### src/rtl/pixel_rate_encoder.sv
// pixel_rate_encoder: streams the 24x24 image out of the image SPBRAM and
// turns it into one timestep of Poisson-like spikes, one 24-bit row bundle
// every 6 cycles, by comparing each pixel against a byte of a 32-bit Galois LFSR.
// Optional feature macro: ENC_SPIKE_CNT_EN adds o_spike_cnt (total spikes per timestep).
module pixel_rate_encoder #(
  parameter int unsigned PIX_W     = 8,
  parameter int unsigned ROW_PIX   = 24,
  parameter int unsigned ROWS      = 24,
  parameter int unsigned WORDS     = 144,
  parameter logic [31:0] LFSR_SEED = 32'hACE1_2345
) (
  input  logic               clk,
  input  logic               reset,
  input  logic               i_run,
  input  logic               i_clr,
  output logic               o_ce,
  output logic [7:0]         o_addr,
  input  logic [31:0]        i_rdata,
  output logic               o_valid,
  output logic [4:0]         o_row,
  output logic [ROW_PIX-1:0] o_spike_bundle,
  output logic               o_busy,
  output logic               o_done
`ifdef ENC_SPIKE_CNT_EN
  ,output logic [9:0]        o_spike_cnt
`endif
);

  localparam int unsigned PPW = 4;              // pixels per BRAM word
  localparam int unsigned WPR = ROW_PIX / PPW;  // words per row

  typedef enum logic [1:0] {S_IDLE, S_FETCH, S_DRAIN, S_FLUSH} state_t;

  state_t             r_state;
  logic               r_cap;
  logic [2:0]         r_cw;
  logic [4:0]         r_crow;
  logic [ROW_PIX-1:0] r_asm;
  logic [31:0]        r_lfsr;

  logic [PPW-1:0]     w_spk;
  logic [ROW_PIX-1:0] w_asm_nxt;
  logic [31:0]        w_lfsr_nxt;

  // Per-pixel strict compare against the matching LFSR byte, plus next LFSR state
  always_comb begin
    w_spk = '0;
    for (int j = 0; j < PPW; j++) begin
      w_spk[j] = (i_rdata[j*PIX_W +: PIX_W] > r_lfsr[j*PIX_W +: PIX_W]);
    end
    w_lfsr_nxt = r_lfsr[0] ? ((r_lfsr >> 1) ^ 32'h8020_0003) : (r_lfsr >> 1);
  end

  // Drop the four new spikes into their column slot of the row assembly register
  always_comb begin
    w_asm_nxt = r_asm;
    for (int c = 0; c < WPR; c++) begin
      if (r_cw == 3'(c)) begin
        w_asm_nxt[c*PPW +: PPW] = w_spk;
      end
    end
  end

`ifdef ENC_SPIKE_CNT_EN
  logic [2:0] w_spk_sum;

  // Popcount of the four spikes captured this cycle
  always_comb begin
    w_spk_sum = 3'(w_spk[0]) + 3'(w_spk[1]) + 3'(w_spk[2]) + 3'(w_spk[3]);
  end
`endif

  // Controller FSM, BRAM address stream, word capture and row emission
  always_ff @(posedge clk or posedge reset) begin
    if (reset) begin
      r_state        <= S_IDLE;
      o_ce           <= 1'b0;
      o_addr         <= '0;
      o_busy         <= 1'b0;
      o_done         <= 1'b0;
      o_valid        <= 1'b0;
      o_row          <= '0;
      o_spike_bundle <= '0;
      r_cap          <= 1'b0;
      r_cw           <= '0;
      r_crow         <= '0;
      r_asm          <= '0;
      r_lfsr         <= LFSR_SEED;
`ifdef ENC_SPIKE_CNT_EN
      o_spike_cnt    <= '0;
`endif
    end else begin
      o_valid <= 1'b0;
      o_done  <= 1'b0;
      if (i_clr) begin
        r_state        <= S_IDLE;
        o_ce           <= 1'b0;
        o_addr         <= '0;
        o_busy         <= 1'b0;
        o_row          <= '0;
        o_spike_bundle <= '0;
        r_cap          <= 1'b0;
        r_cw           <= '0;
        r_crow         <= '0;
        r_asm          <= '0;
        r_lfsr         <= LFSR_SEED;
`ifdef ENC_SPIKE_CNT_EN
        o_spike_cnt    <= '0;
`endif
      end else begin
        case (r_state)
          S_IDLE: begin
            if (i_run) begin
              r_state <= S_FETCH;
              o_ce    <= 1'b1;
              o_addr  <= '0;
              o_busy  <= 1'b1;
              r_cw    <= '0;
              r_crow  <= '0;
`ifdef ENC_SPIKE_CNT_EN
              o_spike_cnt <= '0;
`endif
            end
          end
          S_FETCH: begin
            if (o_addr == 8'(WORDS - 1)) begin
              r_state <= S_DRAIN;
              o_ce    <= 1'b0;
            end else begin
              o_addr  <= o_addr + 8'd1;
            end
          end
          S_DRAIN: begin
            r_state <= S_FLUSH;
          end
          S_FLUSH: begin
            r_state <= S_IDLE;
            o_busy  <= 1'b0;
            o_done  <= 1'b1;
          end
          default: begin
            r_state <= S_IDLE;
          end
        endcase

        // BRAM data is valid the cycle after each enabled read
        r_cap <= o_ce;
        if (r_cap) begin
          r_lfsr <= w_lfsr_nxt;
          r_asm  <= w_asm_nxt;
`ifdef ENC_SPIKE_CNT_EN
          o_spike_cnt <= o_spike_cnt + 10'(w_spk_sum);
`endif
          if (r_cw == 3'(WPR - 1)) begin
            r_cw           <= '0;
            o_valid        <= 1'b1;
            o_row          <= r_crow;
            o_spike_bundle <= w_asm_nxt;
            r_crow         <= (r_crow == 5'(ROWS - 1)) ? 5'd0 : r_crow + 5'd1;
          end else begin
            r_cw <= r_cw + 3'd1;
          end
        end
      end
    end
  end

endmodule
### config.mk
export PLATFORM = sky130hd
export DESIGN_NAME = pixel_rate_encoder
export DESIGN_NICKNAME = d
export VERILOG_FILES = /design/src/rtl/pixel_rate_encoder.sv
export SDC_FILE = /design/constraint.sdc
export NUM_CORES = 1
export LEC_CHECK = 0
export CORE_MARGIN = 10
export CORE_UTILIZATION = 52
export DETAILED_ROUTE_END_ITERATION = 10
export PLACE_DENSITY = 0.77
export SYNTH_ARGS = -nofsm -noshare
export SYNTH_HDL_FRONTEND = slang
export SYNTH_SLANG_ARGS = --single-unit
### constraint.sdc
create_clock -name clk -period 3.95 [get_ports clk]
set_input_delay 0.79 -clock clk [delete_from_list [all_inputs] [get_ports clk]]
set_output_delay 0.79 -clock clk [all_outputs]
set_load 0.005 [all_outputs]
==> flow_results.org, run 1 <==
** Global routing
- Pin count of the biggest net entering global routing :: 63
- Total global routing overflow :: 0
- The first global-routing pass estimated between 20000 and 25000 um of wire.
- Overall Global Routing Usage :: 0.173
- GR Layer Usage met1 :: 0.222
- Number of antenna violations at the first check in global routing :: 0
- The global routing stage identified its most utilized layer as met2.
- Met2 Track Usage GR :: 0.289
- Number of global-route vias before repair :: roughly 4500
- In the global route stage, met3 resource usage came out at 0.0365.

** Hold path
- Number of stages on the worst hold path :: 2
- The worst hold path begins at r_lfsr[23].
- Path type of the worst min-delay path :: reg2reg

** CTS
- TritonCTS built the clock tree.
- Post-CTS repair changed the size of 0 cells.
- Post-CTS setup buffer count :: 0
- Hold-fix buffers, CTS :: 0
- In this run the clock root is driven by a clkbuf_8.
- After clock tree synthesis, the clock-pin slew on the worst setup and hold paths is 0.10 ns.
- At the later pin of the worst-skew pair, clock insertion delay measures between 0.3 and 0.4 ns.
- Max clock buf depth :: 2
- CTS built an H-tree with a depth of 3.
- For this design, the sink count on the clock tree is 104.
- TritonCTS created 9 clock buffers.

** Synth
- Synthesis handed over a netlist of about 560 instances.
- In this run, synthesis inferred 0 flip-flops with an integrated enable.
- The share of the Yosys chip area taken by registers is 0.484.
- Dominant synthesized flop cell :: dfrtp_1
- Counting flops and latches in the post-synthesis netlist gives 104.
- Avg Cell Area, Syn :: just under 10 um^2
- The mapped netlist covers ~5400 um^2.
- Net Count, Synth :: ~640
- Of all flip-flops after synthesis, the portion carrying an async set or reset was 1.00.
- For this run, the number of Yosys warnings is 0.
- The netlist uses 43 different library cells.

** Routing
- Number of DRC markers after the initial detailed-route iteration :: between 200 and 300
- Antenna-violating nets left :: 0
- Wire length per cell :: 16.6 um
- The first detailed-routing pass ran for 5 iterations.
- After detailed routing, the number of remaining DRC violations is 0.
- After detailed routing, the total wire length is roughly 13000 um.
- Detailed-route vias per instance :: roughly 5.8
- The routed layout has roughly 4400 vias.

** STA
- The max-slew violation count is 0.
- Static timing analysis puts the maximum clock frequency at about 0.44 GHz.
- Setup violations remaining at the end of the flow were counted as 0.
- Setup repair after global routing left no endpoint under its margin.
- At the pin with the least slew margin, the transition time is roughly 0.76 ns.
- Final Critical Period :: around 2.3 ns
- Worst max-slew margin expressed relative to the limit :: 0.492
- Worst clock skew on the final layout :: about 0.011 ns
- The hold violation count in the final report was 0.
- Of the available clock period, the critical path in the final layout requires 0.581.
- In the final timing run, aggregate negative setup slack is 0 ns.
- Hold timing on the final database bottoms out at a slack of ~0.5 ns.

** Layout
- Final non-filler cell area :: roughly 6500 um^2
- Most frequent cells in the layout :: dfrtp_1, clkdlybuf4s50_1, nand2_1
- Fraction of final layout cells with drive strength greater than 1 :: 0.0684
- 0 antenna diodes ended up in the layout.
- Leaving out fill and tap cells, the most frequent cell in the layout is dfrtp_1.
- In the final design database the tool counted around 700 nets.
- Relative to the synthesized area, the layout overhead comes to 19.7%.

** Place
- Routability cong. :: about 0.81
- Input and output buffers added on the ports amount to 76.
- Detailed-placement wirelength estimate :: a little over 9000 um
- Placed Area :: approximately 6300 um^2

** Setup path
- STA classifies the critical path endpoint as a register.
- The worst setup path is launched from an input port.
- Tracing the worst setup path back leads to its startpoint at i_rdata[9].
- The worst setup path is of the in2reg kind.
- Required time worst endpoint :: approximately 4.2 ns
- Endpoint arrival time on the critical path :: 2.51 ns
- Startpoint of the worst-slack reg-to-reg timing path :: r_cap
- In this run the worst path has a maximum fanout of 6.
- Measured in cells, the most critical reg-to-reg path has a length of 6.

** Floorplanning
- Die Footprint :: ~15000 um^2
- From bottom edge to top edge, the die measures around 120 um.
- The initial utilization of the core area, before any placement, comes to 0.529.
- After floorplanning, the core was sized to cover approximately 10000 um^2.
- Pin placement for this block handled slightly below 80 I/O pins.
- From left edge to right edge, the die measures 122 um.
- The floorplan has 37 rows.

** Power
- Across the VDD grid, the largest voltage drop is 0.178 mV.
- Dividing total power by cell area gives a power density of just under 400 nW/um^2.
- Static leakage :: approximately 2.8 nW

** Run
- Max-cap violations in this run came to 0.

** Outcome
- The flow ran to the end, and the final reports show no timing, DRC or antenna violations.
==> report_power, final <==
| group | internal (W) | switching [W] |
|---|---|---|
| Sequential | 0.00115 | 0.0000734 |
| Clock | 0.000358 | 0.000361 |
| Combinational | 0.000234 | 0.000332 |
| Total | 0.00174 | 0.000767 |
==> layer usage <==
| layer | vias up | wire length [um] |
|---|---|---|
| li1 | 2112 | - |
| met1 | 2147 | 5490 |
| met2 | 143 | 6280 |
| met3 | 17 | 739 |
| met4 | 0 | 180 |
| met5 | - | 0 |
==> flip-flops by register name (all words and copies together), names as in the netlist <==
register / cells
r_cap: 1
r_cw: 3
r_state: 2
r_asm: 20
o_addr: 8
r_lfsr: 32
o_spike_bundle: 24
o_busy: 1
o_valid: 1
o_row: 5
o_ce: 1
o_done: 1
r_crow: 5
==> stage by stage <==
step | setup WS, ns | utilization | std cells | power, W
floorplan | 0.451 | - | 562 | 0.00163
finish | 1.65 | 0.633 | 765 | 0.00251
global placement | 1.36 | 0.612 | 749 | 0.00178
global route | 1.49 | 0.633 | 765 | 0.00266
detailed placement | 1.29 | 0.612 | 749 | 0.00181
CTS | 1.68 | 0.633 | 765 | 0.00252
==> cell families after synthesis <==
kind of cell,count (synthesis),share of synthesized area
xor+xnor,6,0.00972
compound gates,118,0.146
flops,104,0.484
mux,21,0.0389
buf+inv,70,0.0514
simple gates,205,0.182
fa+ha+maj,38,0.0879
==> worst max-delay path, cell delays in order <==
cell and delay, ns:
clkdlybuf4s50_1 0.41, ha_1 0.31, nor2b_1 0.13, o211ai_1 0.15, a21oi_1 0.10, nor2_1 0.44
o41ai_1 0.17
==> worst paths after layout <==
kind,slack [ns],to
max in group asynchronous,2.27,r_lfsr[2]
setup reg to reg,1.77,r_crow[2]
hold reg to reg,0.51,r_lfsr[22]
setup / recovery,1.65,r_asm[13]
min in group asynchronous,0.91,o_spike_bundle[9]
hold / removal,0.51,r_lfsr[22]
==> synth_stat cells, types with 14 or more instances <==
master,instances,area [um^2]
mux2i_1,21,210
o41ai_1,24,210
o211ai_1,15,113
o21ai_0,17,85.1
ha_1,38,475
clkbuf_1,15,56.3
nand2_1,59,221
dfrtp_1,90,2250
nor2_1,50,188
nand3_1,49,245
dfstp_2,14,368
inv_1,40,150
a21oi_1,40,200
==> final cells by class <==
class                   instances  area (um^2)
repair buffers                 81          806
clock buffers                  11          131
inverters                      40          153
multi-input cells             388         2510
clock inverters                 5         81.3
flip-flops and latches        104         2620
fillers                       865         3750
well taps                     136          170
(Power assumes the default switching activity.)
==> run 2: changes to the inputs <==
CORE_UTILIZATION = 49   (was 52)
PLACE_DENSITY = 0.76   (was 0.77)
clock period = 1.9 ns   (was 3.95 ns; I/O delays follow)
==> run 2 against run 1 <==
Against the previous run: count of clock-buffer cells in the layout shrank 2; core utilization grew 0.089 points; critical path depth is the same; clock power grew 82%; non-clock buffer count grew 18; highest routed layer unchanged; combinational power grew 140%; global-route usage shrank 1.2 points; largest power group unchanged.
==> flow_results.org, run 2 (synthesized netlist as in run 1, its figures left out) <==
** Layout
- Leaving out fill and tap cells, the most frequent cells in the layout are dfrtp_1, clkdlybuf4s50_1, nand2_1.
- The register with the most flip-flops in the layout has 32 of them.
- For this run, the post-layout net count is 716.
- Top reg by flops :: r_lfsr
- In the final layout, the share of cells above drive strength 1 is 0.144.
- Antenna fix cells :: 0
- The layout has approximately 910 filler cells.
- Multi-input combinational cell area :: roughly 2700 um^2
- Most common cell after layout, fill and taps aside :: dfrtp_1
- Count of placed standard cells in the final layout, fillers left out :: between 700 and 800
- Combined flip-flop and latch cell area :: around 2600 um^2
- Synth-to-Final Area Change :: 27.0%
- The largest registers in the layout are r_lfsr: 32 flops, o_spike_bundle: 24 flops, r_asm: 20 flops.

** STA
- Number of setup violations in the final report :: 0
- Summed negative setup slack over all endpoints :: 0 ns
- Final Critical Period :: between 1.5 and 2 ns
- Setup repair after global routing missed its margin :: yes
- Dividing the final minimum period by the clock period gives 0.988.
- Final count of pins violating max slew :: 0
- Worst clock skew on the final layout :: roughly 0.015 ns
- Derived from the worst setup path, the maximum achievable clock frequency is 0.533 GHz.
- Headroom to the max-slew limit came out at 0.725.
- At the pin with the least slew margin, the transition time is slightly above 0.4 ns.
- Hold timing on the final database bottoms out at a slack of ~0.33 ns.
- Fin. Hold Viols :: 0

** Global routing
- The first global-routing pass estimated around 22000 um of wire.
- Number of global-route vias before repair :: 4507
- The initial antenna violation count is 0.
- Pin count of the biggest net entering global routing :: 71
- Overall Global Routing Usage :: 0.162
- Summed over all layers, the global routing overflow is 0.

** Place
- Number of cells in the design after placement :: between 700 and 800
- Routability-driven placement finished with a final weighted congestion of ~0.85.
- Once detailed placement completed, the half-perimeter wirelength came to between 9000 and 10000 um.
- Number of port buffers :: 76

** CTS
- Root buffer cell :: clkbuf_8
- H-tree levels :: 3
- In this run the deepest clock path goes through 2 buffers.
- After clock tree synthesis, the clock-pin slew on the worst setup and hold paths is around 0.11 ns.
- TritonCTS Buffers :: 9
- Clock tree synthesis found a total of about 100 sinks.
- TritonCTS built the clock tree.
- The later pin in the worst-skew pair is clocked with a latency of 0.37 ns.

** Setup path
- Slowest-stage cell, CP :: dfstp_2
- Along the worst path, the maximum fanout reaches 6.
- On the worst path, the slowest cell contributes a delay of roughly 0.54 ns.
- The worst setup path is of the reg2reg kind.
- Data on the critical path arrives at its endpoint at around 2.1 ns.
- Tracing the worst setup path back leads to its startpoint at r_lfsr[6].
- For the worst setup path, the data required time is 2.16 ns.
- In this run the critical register-to-register path is captured at r_asm[0].
- In this run the number of cells on the critical path is 7.
- In this run the critical register-to-register path is launched from r_lfsr[6].
- The most critical setup path has its endpoint at r_asm[0].
- Number of cells on the worst reg-to-reg path :: 7
- Worst setup slack for register-to-register paths :: 0.02 ns
- CP cell instances :: inv_1, ha_4, nand4_1, a21oi_2, nor2_1, buf_4, o41ai_2
- Top Family by Delay on Critical Path :: flip-flops
- Critical Path Source Type :: register
- Counting both buffers and inverters, the worst setup path holds a total of 2.
- Crit path capture type :: register

** Power
- Power spread over the standard cell area amounts to roughly 760 nW/um^2.
- Static leakage :: 2.99 nW
- VDD sags by at most 0.506 mV.

** Floorplanning
- Core Area :: ~11000 um^2
- Row generation in the floorplan step produced 38 rows.
- Starting density of the core :: 0.499
- Die Footprint :: ~16000 um^2
- The die is about 130 um wide.
- For this design the top-level I/O count stands at 77.
- The die is approximately 130 um tall.

** Outcome
- Result of the run :: finished clean

** Routing
- Router iterations before antenna repair :: 6
- Detailed-route vias per instance :: between 5 and 6
- Final Routed Wirelength :: approximately 13000 um
- The detailed router placed about 4500 vias in this run.
- DRC violations left :: 0
- Wire length per cell :: about 16 um
- Antenna-violating nets left :: 0
- Number of DRC markers after the initial detailed-route iteration :: between 300 and 400

** Hold path
- The tightest min-delay check is of the in2async type.

** Run
- Number of maximum-capacitance violations :: 0
## run 2: final cells by class
type	instances	area share
inverters	40	0.0224
multi-input cells	388	0.395
repair buffers	99	0.150
well taps	140	0.0255
flip-flops and latches	104	0.381
clock inverters	7	0.00801
clock buffers	9	0.0180
## run 2: worst min-delay path by stage
stage              start            endpoint  slack, ns  cells past startpoint
2_1_floorplan   r_asm[0]            r_asm[0]       0.46                      2
5_1_grt            i_clr           o_addr[0]       0.34                      2
3_3_place_gp    r_asm[8]            r_asm[8]       0.48                      2
6_report           reset  o_spike_bundle[13]       0.33                      2
4_1_cts            i_clr           o_addr[1]       0.32                      2
3_5_place_dp   r_asm[10]           r_asm[10]       0.49                      2
## run 2: routing by layer
metal  routed length [um]  GRT usage  part of all wire
met3                  664     0.0338             0.051
met4                  135     0.0461             0.010
met5                    0          0                 0
met2                 6300      0.264              0.49
met1                 5870      0.211              0.45
## run 2: per-stage QoR
step	setup slack, ns	power, W	cell area [um^2]	utilization
floorplan	0.219	0.00339	5410	-
global placement	-0.280	0.00376	6480	0.598
detailed placement	-0.325	0.00383	6480	0.598
CTS	0.00899	0.00512	6690	0.617
global route	-0.0521	0.00550	6870	0.634
finish	0.0234	0.00521	6870	0.634
## run 2: report_power, final
group	switching, W	internal, W	leakage (nW)
clock	0.000815	0.000491	0.0915
combinational	0.000780	0.000593	1.50
sequential	0.000134	0.00239	1.39
## run 2: what timing repair did
item / CTS / global route
gates resized for setup: 7 / 28
hold buffers: 0 / 0
setup endpoints to repair: 10 / 31
gates cloned: 0 / 0
pin swaps: 0 / 12
buffers inserted: 0 / 3
